### src/rtl/reaction_round_ctrl.sv
// Multi-player reaction round controller: LFSR fore-period, millisecond timing,
// first-press arbitration, false-start/timeout detection and session best time.
//
//   state     | meaning
//   ----------+--------------------------------------------------------------
//   S_IDLE    | after reset, waiting for the first start edge
//   S_ARMED   | fore-period running; any press is a false start
//   S_GO      | lamp on, counting ticks until a press or timeout
//   S_RESULT  | valid press captured; winner and ms_count held
//   S_FALSE   | early press captured; fs_player held
//   S_TIMEOUT | nobody pressed; ms_count held at MAX_COUNT
module reaction_round_ctrl #(
   parameter int          NUM_PLAYERS = 2,
   parameter int          CLK_HZ      = 100000000,
   parameter int          TICK_HZ     = 1000,
   parameter int          MIN_DELAY   = 1000,
   parameter int          RAND_BITS   = 11,
   parameter int          MAX_COUNT   = 9999,
   parameter logic [15:0] LFSR_SEED   = 16'hACE1
) (
   input  logic                   clk,
   input  logic                   rst,
   input  logic                   start,
   input  logic [NUM_PLAYERS-1:0] btn,
   output logic                   go,
   output logic                   busy,
   output logic [13:0]            ms_count,
   output logic [2:0]             winner,
   output logic                   winner_valid,
   output logic                   false_start,
   output logic [2:0]             fs_player,
   output logic                   timeout,
   output logic [13:0]            best_time,
   output logic                   best_valid
);

   localparam int TICK_DIV = CLK_HZ / TICK_HZ;
   localparam int TCNT_W   = (TICK_DIV > 1) ? $clog2(TICK_DIV) : 1;
   localparam int DLY_W    = $clog2(MIN_DELAY + (2 ** RAND_BITS) + 1);

   typedef enum logic [2:0] {
      S_IDLE,
      S_ARMED,
      S_GO,
      S_RESULT,
      S_FALSE,
      S_TIMEOUT
   } state_t;

   state_t                   r_state;
   logic [15:0]              r_lfsr;
   logic                     r_start_prev;
   logic [NUM_PLAYERS-1:0]   r_btn_prev;
   logic [TCNT_W-1:0]        r_tick_cnt;
   logic [DLY_W-1:0]         r_delay;
   logic [13:0]              r_ms;
   logic [2:0]               r_winner;
   logic                     r_winner_valid;
   logic                     r_false;
   logic [2:0]               r_fs_player;
   logic                     r_timeout;
   logic                     r_go;
   logic                     r_busy;
   logic [13:0]              r_best_time;
   logic                     r_best_valid;

   logic                     w_start_edge;
   logic [NUM_PLAYERS-1:0]   w_btn_edge;
   logic                     w_any_btn;
   logic                     w_tick;
   logic [15:0]              w_lfsr_next;
   logic [DLY_W-1:0]         w_delay_load;
   logic                     w_enter_armed;
   logic [2:0]               w_first_idx;

   assign w_start_edge  = start & ~r_start_prev;
   assign w_btn_edge    = btn & ~r_btn_prev;
   assign w_any_btn     = |w_btn_edge;
   assign w_tick        = (r_tick_cnt == TCNT_W'(TICK_DIV - 1));
   assign w_lfsr_next   = r_lfsr[0] ? ((r_lfsr >> 1) ^ 16'hB400) : (r_lfsr >> 1);
   assign w_delay_load  = DLY_W'(MIN_DELAY) + DLY_W'(r_lfsr[RAND_BITS-1:0]);
   // A new round can start from idle or from any of the three finished states.
   assign w_enter_armed = w_start_edge &&
                          (r_state inside {S_IDLE, S_RESULT, S_FALSE, S_TIMEOUT});

   // Scan high to low so the lowest simultaneous presser wins.
   always_comb begin
      w_first_idx = '0;
      for (int i = NUM_PLAYERS - 1; i >= 0; i--) begin
         if (w_btn_edge[i]) w_first_idx = 3'(i);
      end
   end

   always_ff @(posedge clk or negedge rst) begin
      if (!rst) begin
         r_state        <= S_IDLE;
         r_lfsr         <= LFSR_SEED;
         r_start_prev   <= 1'b1;
         r_btn_prev     <= '1;
         r_tick_cnt     <= '0;
         r_delay        <= '0;
         r_ms           <= '0;
         r_winner       <= '0;
         r_winner_valid <= 1'b0;
         r_false        <= 1'b0;
         r_fs_player    <= '0;
         r_timeout      <= 1'b0;
         r_go           <= 1'b0;
         r_busy         <= 1'b0;
         r_best_time    <= 14'h3FFF;
         r_best_valid   <= 1'b0;
      end else begin
         r_lfsr       <= w_lfsr_next;
         r_start_prev <= start;
         r_btn_prev   <= btn;
         r_tick_cnt   <= w_tick ? '0 : r_tick_cnt + 1'b1;

         if (w_enter_armed) begin
            r_state        <= S_ARMED;
            r_delay        <= w_delay_load;
            r_ms           <= '0;
            r_tick_cnt     <= '0;
            r_busy         <= 1'b1;
            r_go           <= 1'b0;
            r_winner_valid <= 1'b0;
            r_false        <= 1'b0;
            r_timeout      <= 1'b0;
         end else begin
            case (r_state)
               S_ARMED: begin
                  if (w_any_btn) begin
                     r_state     <= S_FALSE;
                     r_fs_player <= w_first_idx;
                     r_false     <= 1'b1;
                     r_busy      <= 1'b0;
                  end else if (w_tick) begin
                     if (r_delay < DLY_W'(2)) begin
                        r_state    <= S_GO;
                        r_go       <= 1'b1;
                        r_ms       <= '0;
                        r_tick_cnt <= '0;
                     end else begin
                        r_delay <= r_delay - 1'b1;
                     end
                  end
               end
               S_GO: begin
                  // A press freezes r_ms as-is; a coincident tick is dropped.
                  if (w_any_btn) begin
                     r_state        <= S_RESULT;
                     r_winner       <= w_first_idx;
                     r_winner_valid <= 1'b1;
                     r_go           <= 1'b0;
                     r_busy         <= 1'b0;
                     if (!r_best_valid || (r_ms < r_best_time)) begin
                        r_best_time  <= r_ms;
                        r_best_valid <= 1'b1;
                     end
                  end else if (w_tick) begin
                     if (r_ms >= 14'(MAX_COUNT - 1)) begin
                        r_state   <= S_TIMEOUT;
                        r_ms      <= 14'(MAX_COUNT);
                        r_timeout <= 1'b1;
                        r_go      <= 1'b0;
                        r_busy    <= 1'b0;
                     end else begin
                        r_ms <= r_ms + 14'd1;
                     end
                  end
               end
               S_IDLE, S_RESULT, S_FALSE, S_TIMEOUT: ;
               default: r_state <= S_IDLE;
            endcase
         end
      end
   end

   assign go           = r_go;
   assign busy         = r_busy;
   assign ms_count     = r_ms;
   assign winner       = r_winner;
   assign winner_valid = r_winner_valid;
   assign false_start  = r_false;
   assign fs_player    = r_fs_player;
   assign timeout      = r_timeout;
   assign best_time    = r_best_time;
   assign best_valid   = r_best_valid;

endmodule

### config.mk
export PLATFORM = sky130hd
export DESIGN_NAME = reaction_round_ctrl
export DESIGN_NICKNAME = d
export VERILOG_FILES = /design/src/rtl/reaction_round_ctrl.sv
export SDC_FILE = /design/constraint.sdc
export NUM_CORES = 1
export LEC_CHECK = 0
export ABC_AREA = 1
export ABC_CLOCK_PERIOD_IN_PS = 4150
export BUFFER_PORTS_ARGS = -buffer_cell sky130_fd_sc_hd__clkbuf_2
export CAP_MARGIN = 20
export CORE_MARGIN = 5
export CORE_UTILIZATION = 64
export DETAILED_ROUTE_END_ITERATION = 10
export PLACE_DENSITY = 0.85
export SYNTH_ARGS = -nofsm -noshare
export SYNTH_HDL_FRONTEND = slang
export SYNTH_SLANG_ARGS = --single-unit
### constraint.sdc
create_clock -name clk -period 4.15 [get_ports clk]
set_input_delay 0.83 -clock clk [delete_from_list [all_inputs] [get_ports clk]]
set_output_delay 0.83 -clock clk [all_outputs]
set_load 0.03 [all_outputs]
==> results of run 1 <==
[cell families after synthesis]
kind of cell	share of synthesized area
compound gates	0.09993
fa+ha+maj	0.04542
buf+inv	0.08478
xor+xnor	0.02473
other cells	0.0007563
flops	0.4454
simple gates	0.2990
[routing by layer]
layer / share of wire / vias up / GRT usage
li1: - / 2127 / -
met1: 0.44 / 2090 / 0.3061
met4: 0.015 / 0 / 0.07987
met3: 0.059 / 16 / 0.04429
met5: 0 / - / 0
met2: 0.48 / 131 / 0.3801
[power breakdown]
| part | internal [mW] | total [mW] | switching [mW] | leakage, nW |
|---|---|---|---|---|
| sequential | 0.984 | 1.10 | 0.118 | 1.08 |
| clock | 0.249 | 0.545 | 0.296 | 0.0894 |
| combinational | 0.263 | 0.915 | 0.652 | 1.48 |
| total | 1.50 | 2.56 | 1.07 | 2.66 |
[worst max-delay path, cell delays in order (launching register included)]
cell,delay [ps]
dfstp_2,550
inv_1,50
ha_1,280
a21oi_1,150
o21a_1,130
nand2_1,80
nand2_1,70
nand2_1,50
nand2_1,380
nand2_1,470
nand2_1,180
nand2_1,70
[worst max path at each step]
stage | startpoint | end | slack [ps] | depth (start not counted)
after global placement | btn[0] | best_time[1] | 1650 | 9
after floorplan | btn[0] | r_state[2] | 2150 | 10
final | best_time[5] | best_time[3] | 1610 | 11
after global routing | best_time[3] | best_time[13] | 1440 | 11
after detailed placement | btn[0] | best_time[0] | 1550 | 9
after CTS | best_time[5] | best_time[3] | 1650 | 11
[flip-flops by register name (all words and copies together), names as in the netlist]
signal / count
timeout: 1
r_delay: 12
busy: 1
winner_valid: 1
r_start_prev: 1
best_valid: 1
ms_count: 14
false_start: 1
r_lfsr: 16
r_btn_prev: 2
r_tick_cnt: 17
go: 1
r_state: 3
best_time: 14
winner: 1
fs_player: 1
[final cells by class]
cell class	count	area share
clock buffer	13	0.02955
sequential	87	0.4107
tap	102	0.02373
inverter	77	0.05468
timing repair buffer	42	0.04281
clock inverter	3	0.003257
multi-input combinational	459	0.4353
[metrics by stage]
step / util / instance area [um^2] / power [mW]
after floorplan: - / 4970 / 1.836
after global placement: 0.6775 / 5181 / 1.984
after detailed placement: 0.6775 / 5181 / 2.023
after CTS: 0.7006 / 5358 / 2.574
after global routing: 0.7032 / 5378 / 2.753
final: 0.7032 / 5378 / 2.562
[layout by cell type, fill, tap and decap left out, types with 2 or more instances in the layout]
master	synthesis	layout
dfrtp_1	62	62
nand2_2	3	3
nand3_1	42	42
buf_4	5	2
nand2_4	2	2
o21ai_0	35	35
nand4_1	20	20
clkbuf_2	0	39
o21ai_1	7	7
inv_1	72	72
dfstp_2	25	25
conb_1	1	4
nor2_2	2	2
inv_4	2	2
clkbuf_1	2	2
or2_2	3	3
o21bai_1	3	3
a31oi_1	2	2
nor3_1	15	15
nor4_1	4	4
nand2_1	185	185
clkinv_2	0	2
a21oi_1	18	18
clkbuf_8	0	11
xor2_1	14	14
inv_2	2	2
nor2_1	58	58
o21ai_2	14	14
ha_1	18	18
==> flow_metrics.env, run 1 <==
export IMPL_outcome="completed"
export IMPL_cts_sinks=87
export IMPL_clk_path_buf_depth=2
export IMPL_ioPinCount=45
export IMPL_clk_latency_ps=360
export IMPL_worst_pin_slew_ps=552.3
export IMPL_antenna_left=0
export IMPL_critPathArrivalTime_ps=2830
export IMPL_whs_endpoint="r_lfsr[11]"
export IMPL_path_clk_slew_ps=90
export IMPL_drt_iter0_markers=285
export IMPL_synth_largest_area_cell="dfrtp_1"
export IMPL_final_seq_area_um2=2208
export IMPL_synth_cell_type_count=39
export IMPL_tritoncts="yes"
export IMPL_ir_worst_vdd_mv=0.3164
export IMPL_critPathCaptureType="flip-flop"
export IMPL_worst_setup_path_type="flip-flop to flip-flop"
export IMPL_cts_root_buf="clkbuf_8"
export IMPL_ctsResizeCount=0
export IMPL_fmax_ghz=0.3930
export IMPL_worstHoldStart="r_lfsr[12]"
export IMPL_r2r_end="best_time[3]"
export IMPL_wl_per_cell_um=13.58
export IMPL_cp_start_kind="flip-flop"
export IMPL_n_fill_cell=596
export IMPL_port_buffers=40
export IMPL_layout_nets=699
export IMPL_synth_most_common_cell="nand2_1"
export IMPL_cts_hold_buffers=0
export IMPL_postSynthCellCount=637
export IMPL_synth_avg_cell_area_um2=7.784
export IMPL_finalMaxSlewViolations=0
export IMPL_synth_area_leaders="dfrtp_1 31%, nand2_1 14%, dfstp_2 13%"
export IMPL_max_slew_margin=0.6318
export IMPL_dp_cells=766
export IMPL_drive_gt1_frac=0.1674
export IMPL_core_area_um2=7647
export IMPL_drc=0
export IMPL_fin_ws_ps=1605
export IMPL_synth_area_um2=4959
export IMPL_synth_edf_count=0
export IMPL_maxCapViolations=0
export IMPL_cp_max_fo=15
export IMPL_r2r_slack_ps=1610
export IMPL_start_util=0.6484
export IMPL_yosys_area_top_type_share=0.3129
export IMPL_rows=32
export IMPL_die_w_um=98.02
export IMPL_wl_um=10640
export IMPL_async_flop_share=1.000
export IMPL_final_cells=783
export IMPL_ys_flop_type="dfrtp_1"
export IMPL_r2r_start="best_time[5]"
export IMPL_grt_pass1_wl_um=18540
export IMPL_via_per_inst=5.573
export IMPL_grt_max_degree=88
export IMPL_die_y_um=98.02
export IMPL_cp_data_required_time_ps=4440
export IMPL_firstDrtPassIters=6
export IMPL_via_count=4364
export IMPL_min_path_type="flip-flop to flip-flop"
export IMPL_r2r_cells=11
export IMPL_pre_cts_ws_ps=1550
export IMPL_ys_top_cells_by_count="185 x nand2_1, 72 x inv_1, 62 x dfrtp_1"
export IMPL_first_global_vias=4157
export IMPL_synth_warnings=0
export IMPL_synth_seq_area_share=0.4454
export IMPL_postCtsSetupBuffers=0
export IMPL_dieArea_um2=9608
export IMPL_whs_ps=374.3
export IMPL_hold_viol_final=0
export IMPL_cts_buffers_inserted=9
export IMPL_dp_hpwl_um=7488
export IMPL_ys_seq_elements=87
export IMPL_clock_skew_ps=10.17
export IMPL_hold_depth=0
export IMPL_setup_viol=0
export IMPL_diodes=0
export IMPL_min_period_over_period=0.6132
export IMPL_leakagePower_nw=2.657
export IMPL_antenna_found_initial=0
export IMPL_finalCriticalPeriod_ps=2545
export IMPL_gp_congestion=0.9276
export IMPL_cts_max_level=3
export IMPL_syn2layout_area_growth_pct=8.453
export IMPL_grtUsageTotal=0.2307
export IMPL_grt_overflow=0
export IMPL_rsz0062_at_grt="no"
export IMPL_fin_tns_setup_ps=0
export IMPL_multiInputGateArea_um2=2341
export IMPL_powerDensity_nw_per_um2=476.4
Note: power is estimated with default switching activity, not from simulation.
==> inputs of run 2 (changes only) <==
--- a/config.mk
+++ b/config.mk
@@ -6,13 +6,13 @@
 export NUM_CORES = 1
 export LEC_CHECK = 0
 export ABC_AREA = 1
-export ABC_CLOCK_PERIOD_IN_PS = 4150
+export ABC_CLOCK_PERIOD_IN_PS = 2100
 export BUFFER_PORTS_ARGS = -buffer_cell sky130_fd_sc_hd__clkbuf_2
 export CAP_MARGIN = 20
 export CORE_MARGIN = 5
-export CORE_UTILIZATION = 64
+export CORE_UTILIZATION = 54
 export DETAILED_ROUTE_END_ITERATION = 10
-export PLACE_DENSITY = 0.85
+export PLACE_DENSITY = 0.76
 export SYNTH_ARGS = -nofsm -noshare
 export SYNTH_HDL_FRONTEND = slang
 export SYNTH_SLANG_ARGS = --single-unit
==> constraint.sdc (replaced) <==
create_clock -name clk -period 2.1 [get_ports clk]
set_input_delay 0.42 -clock clk [delete_from_list [all_inputs] [get_ports clk]]
set_output_delay 0.42 -clock clk [all_outputs]
set_load 0.03 [all_outputs]
==> run 2 against run 1 <==
Cell count increased by 3.8%; critical path depth fell by 1; register-to-register slack got worse by 1400 ps; largest cell class unchanged; largest power group unchanged; design area rose by 4.4%; critical path type unchanged; first-iteration DRC count is 8.1% lower; global-route usage is 1.3 points lower; combinational power rose by 120%; fmax up 32%; die area increased by 17%.
==> flow_metrics.env, run 2 (synthesis results as in run 1) <==
export IMPL_firstDrtPassIters=5
export IMPL_critPathArrivalTime_ps=2190
export IMPL_cp_max_fo=14
export IMPL_setup_viol=0
export IMPL_cts_max_level=3
export IMPL_antenna_found_initial=0
export IMPL_maxCapViolations=0
export IMPL_finalMaxSlewViolations=0
export IMPL_fin_tns_setup_ps=0
export IMPL_path_clk_slew_ps=100
export IMPL_via_count=4391
export IMPL_n_fill_cell=808
export IMPL_syn2layout_area_growth_pct=13.20
export IMPL_outcome="completed"
export IMPL_cts_hold_buffers=0
export IMPL_layout_commonest_cell="nand2_1"
export IMPL_port_buffers=40
export IMPL_drt_iter0_markers=262
export IMPL_largest_reg_flops=17
export IMPL_cts_buffers_inserted=9
export IMPL_leakagePower_nw=2.804
export IMPL_fin_ws_ps=170.3
export IMPL_ir_worst_vdd_mv=0.5350
export IMPL_cts_sinks=87
export IMPL_postCtsSetupBuffers=0
export IMPL_powerDensity_nw_per_um2=988.0
export IMPL_finalCriticalPeriod_ps=1930
export IMPL_drc=0
export IMPL_dp_hpwl_um=8316
export IMPL_place_area_um2=5350
export IMPL_top_regs="r_tick_cnt: 17 flops, r_lfsr: 16 flops"
export IMPL_min_path_type="input port to asynchronous set/reset pin"
export IMPL_pre_cts_ws_ps=81.87
export IMPL_start_util=0.5444
export IMPL_cp_data_required_time_ps=2360
export IMPL_clk_path_buf_depth=2
export IMPL_core_area_um2=9109
export IMPL_rsz0062_at_grt="no"
export IMPL_crit_start="r_tick_cnt[0]"
export IMPL_first_global_vias=4257
export IMPL_grtUsageTotal=0.2172
export IMPL_drive_gt1_frac=0.1966
export IMPL_stdcell_area_um2=5613
export IMPL_worst_setup_path_type="flip-flop to flip-flop"
export IMPL_grt_pass1_wl_um=19980
export IMPL_r2r_start="r_tick_cnt[0]"
export IMPL_dieArea_um2=11200
export IMPL_via_per_inst=5.401
export IMPL_diodes=0
export IMPL_critPathCaptureType="flip-flop"
export IMPL_antenna_left=0
export IMPL_die_w_um=105.8
export IMPL_top_register="r_tick_cnt"
export IMPL_wl_per_cell_um=13.91
export IMPL_max_slew_margin=0.6284
export IMPL_cp_start_kind="flip-flop"
export IMPL_layout_nets=720
export IMPL_grt_max_degree=45
export IMPL_ioPinCount=45
export IMPL_clk_latency_ps=360
export IMPL_die_y_um=105.8
export IMPL_min_period_over_period=0.9189
export IMPL_cts_root_buf="clkbuf_8"
export IMPL_hold_viol_final=0
export IMPL_whs_ps=19.53
export IMPL_power_mw=5.545
export IMPL_fmax_ghz=0.5182
export IMPL_rows=35
export IMPL_gp_congestion=0.9266
export IMPL_final_cell_mix="184 x nand2_1, 72 x inv_1, 62 x dfrtp_1"
export IMPL_clock_skew_ps=16.90
export IMPL_grt_overflow=0
export IMPL_wl_um=11310
export IMPL_worst_pin_slew_ps=557.4
export IMPL_tritoncts="yes"
-- run 2: changes by cell type in the layout (fill, tap and decap cells not counted), moves of 2 or more --
cell,change
buf_4,+21
inv_6,+3
bufinv_16,+2
clkbuf_1,-2
clkbuf_8,-2
clkinv_2,-2
inv_8,+2
-- run 2: path summary, 6_finish.rpt --
check	end	slack [ps]	cells after the start
max in group asynchronous	best_time[12]	1400	2
max	ms_count[1]	170	10
max reg2reg	ms_count[1]	170	10
min in group clk	r_btn_prev[0]	150	1
min reg2reg	r_lfsr[11]	370	0
min	r_lfsr[8]	20	1
-- run 2: area by class of cell --
class / count / area, um^2 / area share
clock inverter: 7 / 108.9 / 0.01939
multi-input combinational: 460 / 2371 / 0.4224
timing repair buffer: 62 / 367.9 / 0.06554
sequential: 87 / 2208 / 0.3934
inverter: 77 / 294.0 / 0.05239
clock buffer: 9 / 123.9 / 0.02207
tap: 111 / 138.9 / 0.02474
-- run 2: what timing repair did --
action,CTS,global route
resized for setup,0,5
hold endpoints to repair,0,0
endpoints found under the setup margin,0,28
-- run 2: critical path, stage by stage (launching register included) --
cell and delay, ps:
dfrtp_1 380, ha_1 210, nand4_1 150, nor2_1 140
nand2_2 120, nand2_4 140, inv_4 70, o21ai_2 120
nand3_4 290, nand2_1 150, o21ai_2 60
-- run 2: metrics by stage --
stage / util / std cells
6_report: 0.6162 / 813
5_1_grt: 0.6162 / 813
3_3_place_gp: 0.5874 / 796
4_1_cts: 0.6129 / 812
3_5_place_dp: 0.5874 / 796
2_1_floorplan: - / 640
-- run 2: routing by layer --
metal / track usage / share of wire / vias to the layer above
met2: 0.3588 / 0.48 / 113
met4: 0.08326 / 0.018 / 0
met3: 0.02939 / 0.046 / 16
li1: - / - / 2187
met5: 0 / 0 / -
met1: 0.2907 / 0.45 / 2075
-- run 2: report_power, final --
group	total [mW]	switching, mW	leakage, nW	internal [mW]
sequential	2.19	0.243	1.08	1.94
clock	1.37	0.673	0.119	0.700
combinational	1.98	1.39	1.60	0.595
total	5.55	2.31	2.80	3.24
